### config.mk
export PLATFORM = sky130hd
export DESIGN_NAME = reservation_station
export DESIGN_NICKNAME = d
export VERILOG_FILES = /design/src/rtl/reservation_station_pkg.sv /design/src/rtl/reservation_station_lowest_one_picker.sv /design/src/rtl/reservation_station.sv
export SDC_FILE = /design/constraint.sdc
export NUM_CORES = 1
export LEC_CHECK = 0
export BUFFER_PORTS_ARGS = -buffer_cell sky130_fd_sc_hd__buf_4
export CAP_MARGIN = 20
export CELL_PAD_IN_SITES_DETAIL_PLACEMENT = 0
export CELL_PAD_IN_SITES_GLOBAL_PLACEMENT = 1
export CORE_UTILIZATION = 47
export CTS_BUF_LIST = sky130_fd_sc_hd__clkbuf_4 sky130_fd_sc_hd__clkbuf_8 sky130_fd_sc_hd__clkbuf_16
export DETAILED_ROUTE_END_ITERATION = 12
export GPL_ROUTABILITY_DRIVEN = 1
export PLACE_DENSITY_LB_ADDON = 0.05
export SYNTH_ARGS = -nofsm -noshare
export SYNTH_HDL_FRONTEND = slang
export SYNTH_SLANG_ARGS = --single-unit
### constraint.sdc
create_clock -name clk_in -period 5.1 [get_ports clk_in]
set_input_delay 0.51 -clock clk_in [delete_from_list [all_inputs] [get_ports clk_in]]
set_output_delay 0.51 -clock clk_in [all_outputs]
set_load 0.01 [all_outputs]
### src/rtl/reservation_station_pkg.sv
// Shared widths and ALU operation encodings for the reservation station.
package reservation_station_pkg;

  localparam int ROB_SIZE_BIT = 4;
  localparam int RS_TYPE_BIT  = 5;
  localparam int RS_SIZE_BIT  = 2;

  typedef enum logic [RS_TYPE_BIT-1:0] {
    OP_ADD  = 5'd0,
    OP_SUB  = 5'd1,
    OP_AND  = 5'd2,
    OP_OR   = 5'd3,
    OP_XOR  = 5'd4,
    OP_SLL  = 5'd5,
    OP_SRL  = 5'd6,
    OP_SRA  = 5'd7,
    OP_SLT  = 5'd8,
    OP_SLTU = 5'd9
  } alu_op_e;

endpackage

### src/rtl/reservation_station_lowest_one_picker.sv
// Finds the index of the lowest set bit of a request vector.
module lowest_one_picker #(
  parameter int N     = 4,
  parameter int IDX_W = (N > 1) ? $clog2(N) : 1
) (
  input  logic [N-1:0]     req,
  output logic [IDX_W-1:0] idx,
  output logic             any
);

  // Scan from the top down so the lowest set bit wins
  always_comb begin
    idx = '0;
    for (int i = N - 1; i >= 0; i--) begin
      if (req[i]) idx = IDX_W'(i);
    end
  end

  assign any = |req;

endmodule

### src/rtl/reservation_station.sv
// ALU reservation station: holds dispatched ops until operands are ready,
// snoops the ALU and load-store broadcasts, and issues one op per cycle.
module reservation_station
  import reservation_station_pkg::*;
#(
  parameter int RS_SIZE  = 4,
  parameter int ROB_BITS = ROB_SIZE_BIT
) (
  input  logic                   clk_in,
  input  logic                   rst_in,
  input  logic                   rdy_in,
  input  logic                   clear_in,
  input  logic                   dispatch_valid,
  input  logic [RS_TYPE_BIT-1:0] dispatch_op_type,
  input  logic [31:0]            dispatch_vj,
  input  logic [31:0]            dispatch_vk,
  input  logic                   dispatch_qj_busy,
  input  logic                   dispatch_qk_busy,
  input  logic [ROB_BITS-1:0]    dispatch_qj,
  input  logic [ROB_BITS-1:0]    dispatch_qk,
  input  logic [ROB_BITS-1:0]    dispatch_rob_idx,
  output logic                   full,
  input  logic                   alu_cdb_ready,
  input  logic [31:0]            alu_cdb_result,
  input  logic [ROB_BITS-1:0]    alu_cdb_rob_idx,
  input  logic                   lsb_cdb_ready,
  input  logic [31:0]            lsb_cdb_result,
  input  logic [ROB_BITS-1:0]    lsb_cdb_rob_idx,
  output logic                   alu_valid,
  output logic [31:0]            alu_r1,
  output logic [31:0]            alu_r2,
  output logic [ROB_BITS-1:0]    alu_rob_idx,
  output logic [RS_TYPE_BIT-1:0] alu_op_type
);

  localparam int IDX_W = (RS_SIZE > 1) ? $clog2(RS_SIZE) : 1;

  logic [RS_SIZE-1:0]     busy;
  logic [RS_SIZE-1:0]     qj_busy;
  logic [RS_SIZE-1:0]     qk_busy;
  logic [RS_TYPE_BIT-1:0] op      [RS_SIZE];
  logic [ROB_BITS-1:0]    rob_idx [RS_SIZE];
  logic [31:0]            vj      [RS_SIZE];
  logic [31:0]            vk      [RS_SIZE];
  logic [ROB_BITS-1:0]    qj      [RS_SIZE];
  logic [ROB_BITS-1:0]    qk      [RS_SIZE];

  logic [RS_SIZE-1:0] ready_vec;
  logic [IDX_W-1:0]   free_idx;
  logic [IDX_W-1:0]   issue_idx;
  logic               free_any;
  logic               issue_any;
  logic               dispatch_accept;

  logic        disp_qj_busy;
  logic        disp_qk_busy;
  logic [31:0] disp_vj;
  logic [31:0] disp_vk;

  assign full            = &busy;
  assign dispatch_accept = dispatch_valid & free_any;

  // An entry can issue once it holds an op and neither operand is pending
  always_comb begin
    for (int i = 0; i < RS_SIZE; i++) begin
      ready_vec[i] = busy[i] & ~qj_busy[i] & ~qk_busy[i];
    end
  end

  lowest_one_picker #(.N(RS_SIZE), .IDX_W(IDX_W)) u_free_pick (
    .req (~busy),
    .idx (free_idx),
    .any (free_any)
  );

  lowest_one_picker #(.N(RS_SIZE), .IDX_W(IDX_W)) u_issue_pick (
    .req (ready_vec),
    .idx (issue_idx),
    .any (issue_any)
  );

  // Capture a same-cycle broadcast for the incoming op so it is not missed
  always_comb begin
    disp_qj_busy = dispatch_qj_busy;
    disp_qk_busy = dispatch_qk_busy;
    disp_vj      = dispatch_vj;
    disp_vk      = dispatch_vk;
    if (dispatch_qj_busy) begin
      if (alu_cdb_ready && alu_cdb_rob_idx == dispatch_qj) begin
        disp_qj_busy = 1'b0;
        disp_vj      = alu_cdb_result;
      end else if (lsb_cdb_ready && lsb_cdb_rob_idx == dispatch_qj) begin
        disp_qj_busy = 1'b0;
        disp_vj      = lsb_cdb_result;
      end
    end
    if (dispatch_qk_busy) begin
      if (alu_cdb_ready && alu_cdb_rob_idx == dispatch_qk) begin
        disp_qk_busy = 1'b0;
        disp_vk      = alu_cdb_result;
      end else if (lsb_cdb_ready && lsb_cdb_rob_idx == dispatch_qk) begin
        disp_qk_busy = 1'b0;
        disp_vk      = lsb_cdb_result;
      end
    end
  end

  // Entry storage, wakeup, dispatch and registered issue to the ALU
  always_ff @(posedge clk_in) begin
    if (!rst_in) begin
      busy        <= '0;
      qj_busy     <= '0;
      qk_busy     <= '0;
      alu_valid   <= 1'b0;
      alu_r1      <= '0;
      alu_r2      <= '0;
      alu_rob_idx <= '0;
      alu_op_type <= '0;
    end else if (rdy_in) begin
      if (clear_in) begin
        busy      <= '0;
        alu_valid <= 1'b0;
      end else begin
        for (int i = 0; i < RS_SIZE; i++) begin
          if (busy[i] && qj_busy[i]) begin
            if (alu_cdb_ready && alu_cdb_rob_idx == qj[i]) begin
              vj[i]      <= alu_cdb_result;
              qj_busy[i] <= 1'b0;
            end else if (lsb_cdb_ready && lsb_cdb_rob_idx == qj[i]) begin
              vj[i]      <= lsb_cdb_result;
              qj_busy[i] <= 1'b0;
            end
          end
          if (busy[i] && qk_busy[i]) begin
            if (alu_cdb_ready && alu_cdb_rob_idx == qk[i]) begin
              vk[i]      <= alu_cdb_result;
              qk_busy[i] <= 1'b0;
            end else if (lsb_cdb_ready && lsb_cdb_rob_idx == qk[i]) begin
              vk[i]      <= lsb_cdb_result;
              qk_busy[i] <= 1'b0;
            end
          end
        end

        if (issue_any) begin
          alu_valid       <= 1'b1;
          alu_r1          <= vj[issue_idx];
          alu_r2          <= vk[issue_idx];
          alu_rob_idx     <= rob_idx[issue_idx];
          alu_op_type     <= op[issue_idx];
          busy[issue_idx] <= 1'b0;
        end else begin
          alu_valid <= 1'b0;
        end

        if (dispatch_accept) begin
          busy[free_idx]    <= 1'b1;
          op[free_idx]      <= dispatch_op_type;
          rob_idx[free_idx] <= dispatch_rob_idx;
          vj[free_idx]      <= disp_vj;
          vk[free_idx]      <= disp_vk;
          qj_busy[free_idx] <= disp_qj_busy;
          qk_busy[free_idx] <= disp_qk_busy;
          qj[free_idx]      <= dispatch_qj;
          qk[free_idx]      <= dispatch_qk;
        end
      end
    end
  end

endmodule

==> impl_metrics.py, run 1 <==
metrics = {
    "place": {
        "routabilityCongestion": 0.904,
        "port_buffers": 236,
        "dp_hpwl_um": 56800,
        "place_area_sq_um": 24700,
        "dpl.cell_count": 2759,
    },
    "drt": {
        "num_vias": 21917,
        "drt-total-wl_um": 101000,
        "avgViaCountPerCell": 7.70,
        "wl_per_cell_um": 35.4,
        "ant_nets": 0,
        "first_iter_violations": 4111,
        "drtPass1Iterations": 7,
        "drc": 0,
    },
    "sta": {
        "finalHoldViolCount": 0,
        "clock.fmax_ghz": 0.296,
        "grt_setup_unrepaired": "false",
        "period_share": 0.663,
        "drv_slew": 0,
        "setup_violations": 0,
        "skew_ns": 0.0355,
        "period_needed_ns": 3.38,
        "slew_headroom": 0.182,
        "tightest_slew_ns": 1.23,
        "tns_ns": 0,
    },
    "cts": {
        "clockBufferDepth": 3,
        "htree_num_levels": 2,
        "cts_tree": "done",
        "cts_setup_buffers": 0,
        "clkLatencyLatePin_ns": 0.62,
        "cts_hold_buf": 0,
        "path_clk_slew_ns": 0.06,
        "numCtsBuffers": 46,
        "cts-resized-gates": 0,
        "cts.sinks": 410,
        "cts-root-buf": "clkbuf_16",
    },
    "pwr": {
        "p_per_area_nw_per_um2": 302,
        "max-vdd-ir-drop_v": 0.000227,
        "p_leak_nw": 8.74,
    },
    "cells_and_area": {
        "drive_gt1_frac": 0.224,
        "final_area_sq_um": 26300,
        "stdcell_count": 2845,
        "fin_nets": 2355,
        "areaGrowthSynthToFinish_pct": 15.7,
        "n_fill_cell": 4150,
    },
    "floorplan": {
        "die_y_um": 222,
        "start_util": 0.476,
        "num_rows": 80,
        "io-pin-count": 237,
        "core_sq_um": 47700,
        "die_w_um": 222,
        "design.die.area_sq_um": 49300,
    },
    "synth": {
        "synth_area_sq_um": 22700,
        "synth-seq-cells": 410,
        "async_flop_share": 0,
        "yosys.area.top_type": "edfxtp_1",
        "ys.flop_type": "edfxtp_1",
        "yosys_warnings": 0,
        "yosys.area_share.simple": 0.133,
        "synthCells": 2133,
        "synth_fp_nets": 2295,
        "synthDistinctLibCells": 73,
        "yosysMostFrequentCell": "edfxtp_1",
        "synth.avg_cell_area_sq_um": 10.7,
        "synth_xor_area_frac": 0.0305,
        "synth-edff-count": 324,
        "yosysTopAreaCellShare": 0.428,
        "synth_top_family_by_area": "compound AO/OA/AOI/OAI gates",
        "netlist_top_cells_count": "edfxtp_1 (324), clkbuf_1 (206), a221oi_1 (188)",
        "synthTopCellsByArea": "edfxtp_1 (43%), dfxtp_1 (7.6%), a221oi_1 (7.2%)",
        "ys_seq_area_frac": 0.504,
        "synth_mux_area_frac": 0,
        "synth-compound-area-share": 0.271,
        "synthAdderAreaFrac": 0,
    },
    "critical_path": {
        "critPathRequiredTime_ns": 5.36,
        "crit_start": "qj[3][2]$_DFFE_PP_",
        "ff2ff_path_depth": 5,
        "path_class": "flip-flop to flip-flop",
        "cp_slowest_cell": "or2_2",
        "cp-endpoint": "vj[3][16]$_DFFE_PP_",
        "crit_family": "simple AND/OR/NAND/NOR gates",
        "r2r_slack_ns": 1.72,
        "reg2reg_from": "qj[3][2]$_DFFE_PP_",
        "path_max_fanout": 31,
        "slowest_delay_ns": 1.07,
        "reg2reg_to": "vj[3][16]$_DFFE_PP_",
        "cp_num_buf_inv": 0,
        "crit_arrival_ns": 3.64,
        "worstSetupPathDepth": 5,
        "cp_cell_sequence": "xor2_1 -> nor3_1 -> a211o_1 -> or2_2 -> a221oi_1",
        "startpoint_type": "flip-flop",
        "critical_path.endpoint_type": "flip-flop",
    },
    "global_route": {
        "grt_pass1_wl_um": 145000,
        "grt_max_degree": 74,
        "antenna_found_initial": 2,
        "grt_overflow": 0,
        "track_usage": 0.401,
        "grt_pass1_vias": 21454,
    },
    "worst_hold_path": {
        "worst_hold_path_type": "input pin to flip-flop",
        "hp-start": "dispatch_op_type[3]",
    },
    "flow_run": {
        "drv_cap": 0,
    },
    "status": {
        "status": "finished, final reports clean",
    },
}
[area by class of cell]
| type | count | area (sq um) | share of cell area |
|---|---|---|---|
| clock inverters | 16 | 184 | 0.00699 |
| diodes | 1 | 2.50 | 0.0000951 |
| clock buffers | 68 | 1370 | 0.0521 |
| well taps | 615 | 769 | 0.0292 |
| multi-input cells | 1400 | 9990 | 0.380 |
| repair buffers | 307 | 2420 | 0.0922 |
| inverters | 28 | 123 | 0.00466 |
| flip-flops and latches | 410 | 11500 | 0.435 |
[report_power, final]
part	leakage, nW	switching (W)	internal (W)
Sequential	3.61	0.0000162	0.00363
Combinational	4.34	0.000496	0.000290
Clock	0.787	0.00145	0.00206
[worst register-to-register path, stage by stage (launching register included)]
cell,delay (ns)
edfxtp_1,0.45
xor2_1,0.20
nor3_1,0.36
a211o_1,0.69
or2_2,1.08
a221oi_1,0.28
[flip-flops by register name, summed over array words and instances, names as in the netlist]
register and flops:
busy 4, alu_r2 32, vj 128, qj_busy 4
alu_rob_idx 4, alu_r1 32, op 20, qk 16
qk_busy 4, rob_idx 16, qj 16, alu_op_type 5
vk 128, alu_valid 1
[cell usage in the layout (no fill, tap or decap), drive strengths merged, types with 5 or more instances in the layout]
| cell type | n |
|---|---|
| or2 | 6 |
| dfxtp | 86 |
| a222oi | 93 |
| nor3b | 5 |
| xor2 | 39 |
| clkbuf | 68 |
| o22ai | 5 |
| a21oi | 166 |
| inv | 29 |
| a41oi | 16 |
| edfxtp | 324 |
| a22oi | 18 |
| a31oi | 5 |
| a221oi | 228 |
| nor4 | 187 |
| and2 | 6 |
| nand3 | 42 |
| o21a | 7 |
| and3 | 26 |
| nor3 | 76 |
| buf | 307 |
| a2bb2oi | 6 |
| a311oi | 32 |
| nand2 | 35 |
| nor2 | 150 |
| o2111a | 32 |
| o21ai | 102 |
| clkinv | 10 |
| xnor2 | 38 |
| a211oi | 22 |
| nand2b | 14 |
[cell families after synthesis]
| family | after synthesis |
|---|---|
| AO/OA/AOI/OAI | 755 |
| AND/OR/NAND/NOR | 568 |
| flip-flops | 410 |
| buffers and inverters | 323 |
| XOR/XNOR | 77 |
[stage by stage]
stage | worst slack (ns) | power, W | utilization | hold WS [ns]
after floorplan | 0.571 | 0.00415 | - | 0.456
after global placement | 1.40 | 0.00447 | 0.518 | 0.478
after detailed placement | 1.39 | 0.00448 | 0.518 | 0.477
after CTS | 1.94 | 0.00791 | 0.551 | 0.100
after global routing | 1.77 | 0.00811 | 0.551 | 0.110
final | 1.72 | 0.00795 | 0.551 | 0.117
[per-layer routing]
layer / routed length (um) / global-route usage / vias to the layer above
met5: 17 / 0 / -
met3: 14000 / 0.121 / 414
met1: 36900 / 0.510 / 10615
met2: 44400 / 0.618 / 1949
li1: - / - / 8937
met4: 5530 / 0.205 / 2
[how the worst min path moves through the flow]
stage                         endpoint  slack [ns]  cells past startpoint
6_report            op[2][3]$_DFFE_PP_        0.12                      1
5_1_grt             op[0][3]$_DFFE_PP_        0.11                      1
4_1_cts             op[3][3]$_DFFE_PP_        0.10                      1
3_5_place_dp   qk_busy[1]$_SDFFE_PN0P_        0.48                      2
3_3_place_gp   qk_busy[1]$_SDFFE_PN0P_        0.48                      2
2_1_floorplan  qk_busy[1]$_SDFFE_PN0P_        0.46                      2
Power figures use the tool's default switching activity.
==> run 2, diff against run 1 <==
--- a/config.mk
+++ b/config.mk
@@ -9,7 +9,7 @@
 export CAP_MARGIN = 20
 export CELL_PAD_IN_SITES_DETAIL_PLACEMENT = 0
 export CELL_PAD_IN_SITES_GLOBAL_PLACEMENT = 1
-export CORE_UTILIZATION = 47
+export CORE_UTILIZATION = 43
 export CTS_BUF_LIST = sky130_fd_sc_hd__clkbuf_4 sky130_fd_sc_hd__clkbuf_8 sky130_fd_sc_hd__clkbuf_16
 export DETAILED_ROUTE_END_ITERATION = 12
 export GPL_ROUTABILITY_DRIVEN = 1
==> constraint.sdc (replaced) <==
create_clock -name clk_in -period 2.7 [get_ports clk_in]
set_input_delay 0.27 -clock clk_in [delete_from_list [all_inputs] [get_ports clk_in]]
set_output_delay 0.27 -clock clk_in [all_outputs]
set_load 0.01 [all_outputs]
==> run 2 against run 1 <==
Against the previous run: wire length increased by 6.0%; cell count is 6.0% higher; non-clock buffer count increased by 100; critical path depth is 2 higher.
==> impl_metrics.py, run 2 (same netlist as run 1, synthesis figures left out) <==
metrics = {
    "status": {
        "status": "finished, final reports clean",
    },
    "cts": {
        "cts_tree": "done",
        "path_clk_slew_ns": 0.06,
        "clkLatencyLatePin_ns": 0.63,
        "clockBufferDepth": 3,
        "numCtsBuffers": 48,
        "cts-root-buf": "clkbuf_16",
        "htree_num_levels": 2,
        "cts.sinks": 410,
    },
    "sta": {
        "tightest_slew_ns": 0.752,
        "hold_ws_ns": 0.0605,
        "tns_ns": 0,
        "grt_setup_unrepaired": "true",
        "drv_slew": 0,
        "slew_headroom": 0.499,
        "clock.fmax_ghz": 0.381,
        "finalHoldViolCount": 0,
        "period_share": 0.971,
        "period_needed_ns": 2.62,
        "fin_ws_ns": 0.0771,
        "setup_violations": 0,
        "skew_ns": 0.0422,
    },
    "critical_path": {
        "critPathRequiredTime_ns": 3.09,
        "critical_path.endpoint_type": "flip-flop",
        "reg2reg_from": "busy[1]$_SDFFE_PN0P_",
        "reg2reg_to": "vk[3][6]$_DFFE_PP_",
        "cp_slowest_cell": "dfxtp_1",
        "cp_num_buf_inv": 2,
        "path_class": "flip-flop to flip-flop",
        "startpoint_type": "flip-flop",
        "r2r_slack_ns": 0.08,
        "slowest_delay_ns": 0.54,
        "crit_arrival_ns": 3.01,
        "worstSetupPathDepth": 7,
        "ff2ff_path_depth": 7,
        "crit_family": "simple AND/OR/NAND/NOR gates",
        "cp_cell_sequence": "nand3_1 -> nor3b_2 -> nand2_1 -> clkinv_4 -> buf_12 -> nor2_1 -> a221oi_1",
        "path_max_fanout": 50,
        "crit_start": "busy[1]$_SDFFE_PN0P_",
    },
    "place": {
        "routabilityCongestion": 0.915,
        "place_area_sq_um": 26000,
        "dpl_worst_slack_ns": 0.0999,
        "dp_hpwl_um": 65000,
        "port_buffers": 236,
    },
    "worst_hold_path": {
        "hp-start": "rdy_in",
        "hold_depth": 3,
        "worst_hold_path_type": "input pin to flip-flop",
        "whs_endpoint": "alu_valid$_SDFFE_PN0P_",
    },
    "global_route": {
        "grt_pass1_vias": 21731,
        "grt_overflow": 0,
        "grt_pass1_wl_um": 153000,
        "grt_max_degree": 77,
        "track_usage": 0.395,
        "antenna_found_initial": 1,
    },
    "floorplan": {
        "die_y_um": 232,
        "core_sq_um": 51800,
        "start_util": 0.439,
        "num_rows": 83,
        "die_w_um": 232,
        "io-pin-count": 237,
        "design.die.area_sq_um": 53800,
    },
    "drt": {
        "ant_nets": 0,
        "drtPass1Iterations": 9,
        "num_vias": 22183,
        "drc": 0,
        "top_layer": "met5",
        "drt-total-wl_um": 107000,
        "wl_per_cell_um": 35.5,
        "dr_wl_met2_um": 46200,
        "routedLengthMet1_um": 41800,
        "avgViaCountPerCell": 7.36,
        "first_iter_violations": 3912,
        "routed-wl-met3_um": 13600,
    },
    "pwr": {
        "p_leak_nw": 9.43,
        "max-vdd-ir-drop_v": 0.000436,
        "p_per_area_nw_per_um2": 554,
    },
    "cells_and_area": {
        "areaGrowthSynthToFinish_pct": 22.4,
        "fin_nets": 2457,
        "fin_util": 0.537,
        "final_area_sq_um": 27800,
        "final_common_cell": "buf_4",
        "n_fill_cell": 4582,
        "top_regs": "vj: 128 flops, vk: 128 flops",
        "multi_input_area_sq_um": 9980,
        "final_cell_mix": "buf_4 (339), edfxtp_1 (324), a221oi_1 (188)",
        "final-seq-area_sq_um": 11500,
        "drive_gt1_frac": 0.247,
    },
    "flow_run": {
        "drv_cap": 0,
    },
}
## run 2: changes by cell type in the layout (fill, tap and decap cells not counted), moves of 3 or more
cell and delta:
dlygate4sd3_1 +17, clkinv_2 -5, or2_1 +3, clkbuf_8 +6, clkbuf_4 -4, clkbuf_16 +3, clkinv_4 +3, nand2_2 -3
buf_4 +42, nand2_1 +3, clkinv_1 +4, buf_12 +42, or2_2 -3
## run 2: worst max-delay path by stage
stage / slack (ns) / to
final: 0.08 / vk[3][6]$_DFFE_PP_
after global routing: -0.007 / vk[3][6]$_DFFE_PP_
after CTS: 0.12 / vk[3][6]$_DFFE_PP_
after detailed placement: 0.1 / vk[2][28]$_DFFE_PP_
after global placement: 0.17 / vj[1][0]$_DFFE_PP_
after floorplan: 0.04 / vj[0][0]$_DFFE_PP_
## run 2: per-layer routing
metal,track usage,up-vias
li1,-,9169
met5,0,-
met1,0.539,10827
met2,0.587,1822
met3,0.0969,363
met4,0.184,2
## run 2: worst reg2reg max path: stages, from the launching register on
cell and delay [ns]:
dfxtp_1 0.54, nand3_1 0.19, nor3b_2 0.33, nand2_1 0.26, clkinv_4 0.32, buf_12 0.29, nor2_1 0.14, a221oi_1 0.35
## run 2: stage by stage
stage	total power [W]	std cells
global route	0.0158	3014
finish	0.0154	3015
floorplan	0.00783	2133
CTS	0.0154	3014
detailed placement	0.00854	2908
global placement	0.00853	2908
## run 2: power by group
part,total [W],internal [W],switching (W)
Sequential,0.00689,0.00687,0.0000271
Clock,0.00696,0.00420,0.00275
Combinational,0.00158,0.000613,0.000970
Total,0.0154,0.0117,0.00375
## run 2: cell type report
type                    instances  share of cell area
well taps                     680              0.0306
clock buffers                  73              0.0538
flip-flops and latches        410               0.411
inverters                      28             0.00440
repair buffers                407               0.134
diodes                          1           0.0000899
clock inverters                16             0.00688
multi-input cells            1400               0.359
## run 2: what timing repair did
item                                    4_1_cts  5_1_grt
hold buffers                                 17        0
gates resized for setup                       0        2
endpoints found under the setup margin        0        3
hold endpoints to repair                     68        0
setup buffers                                 0        0
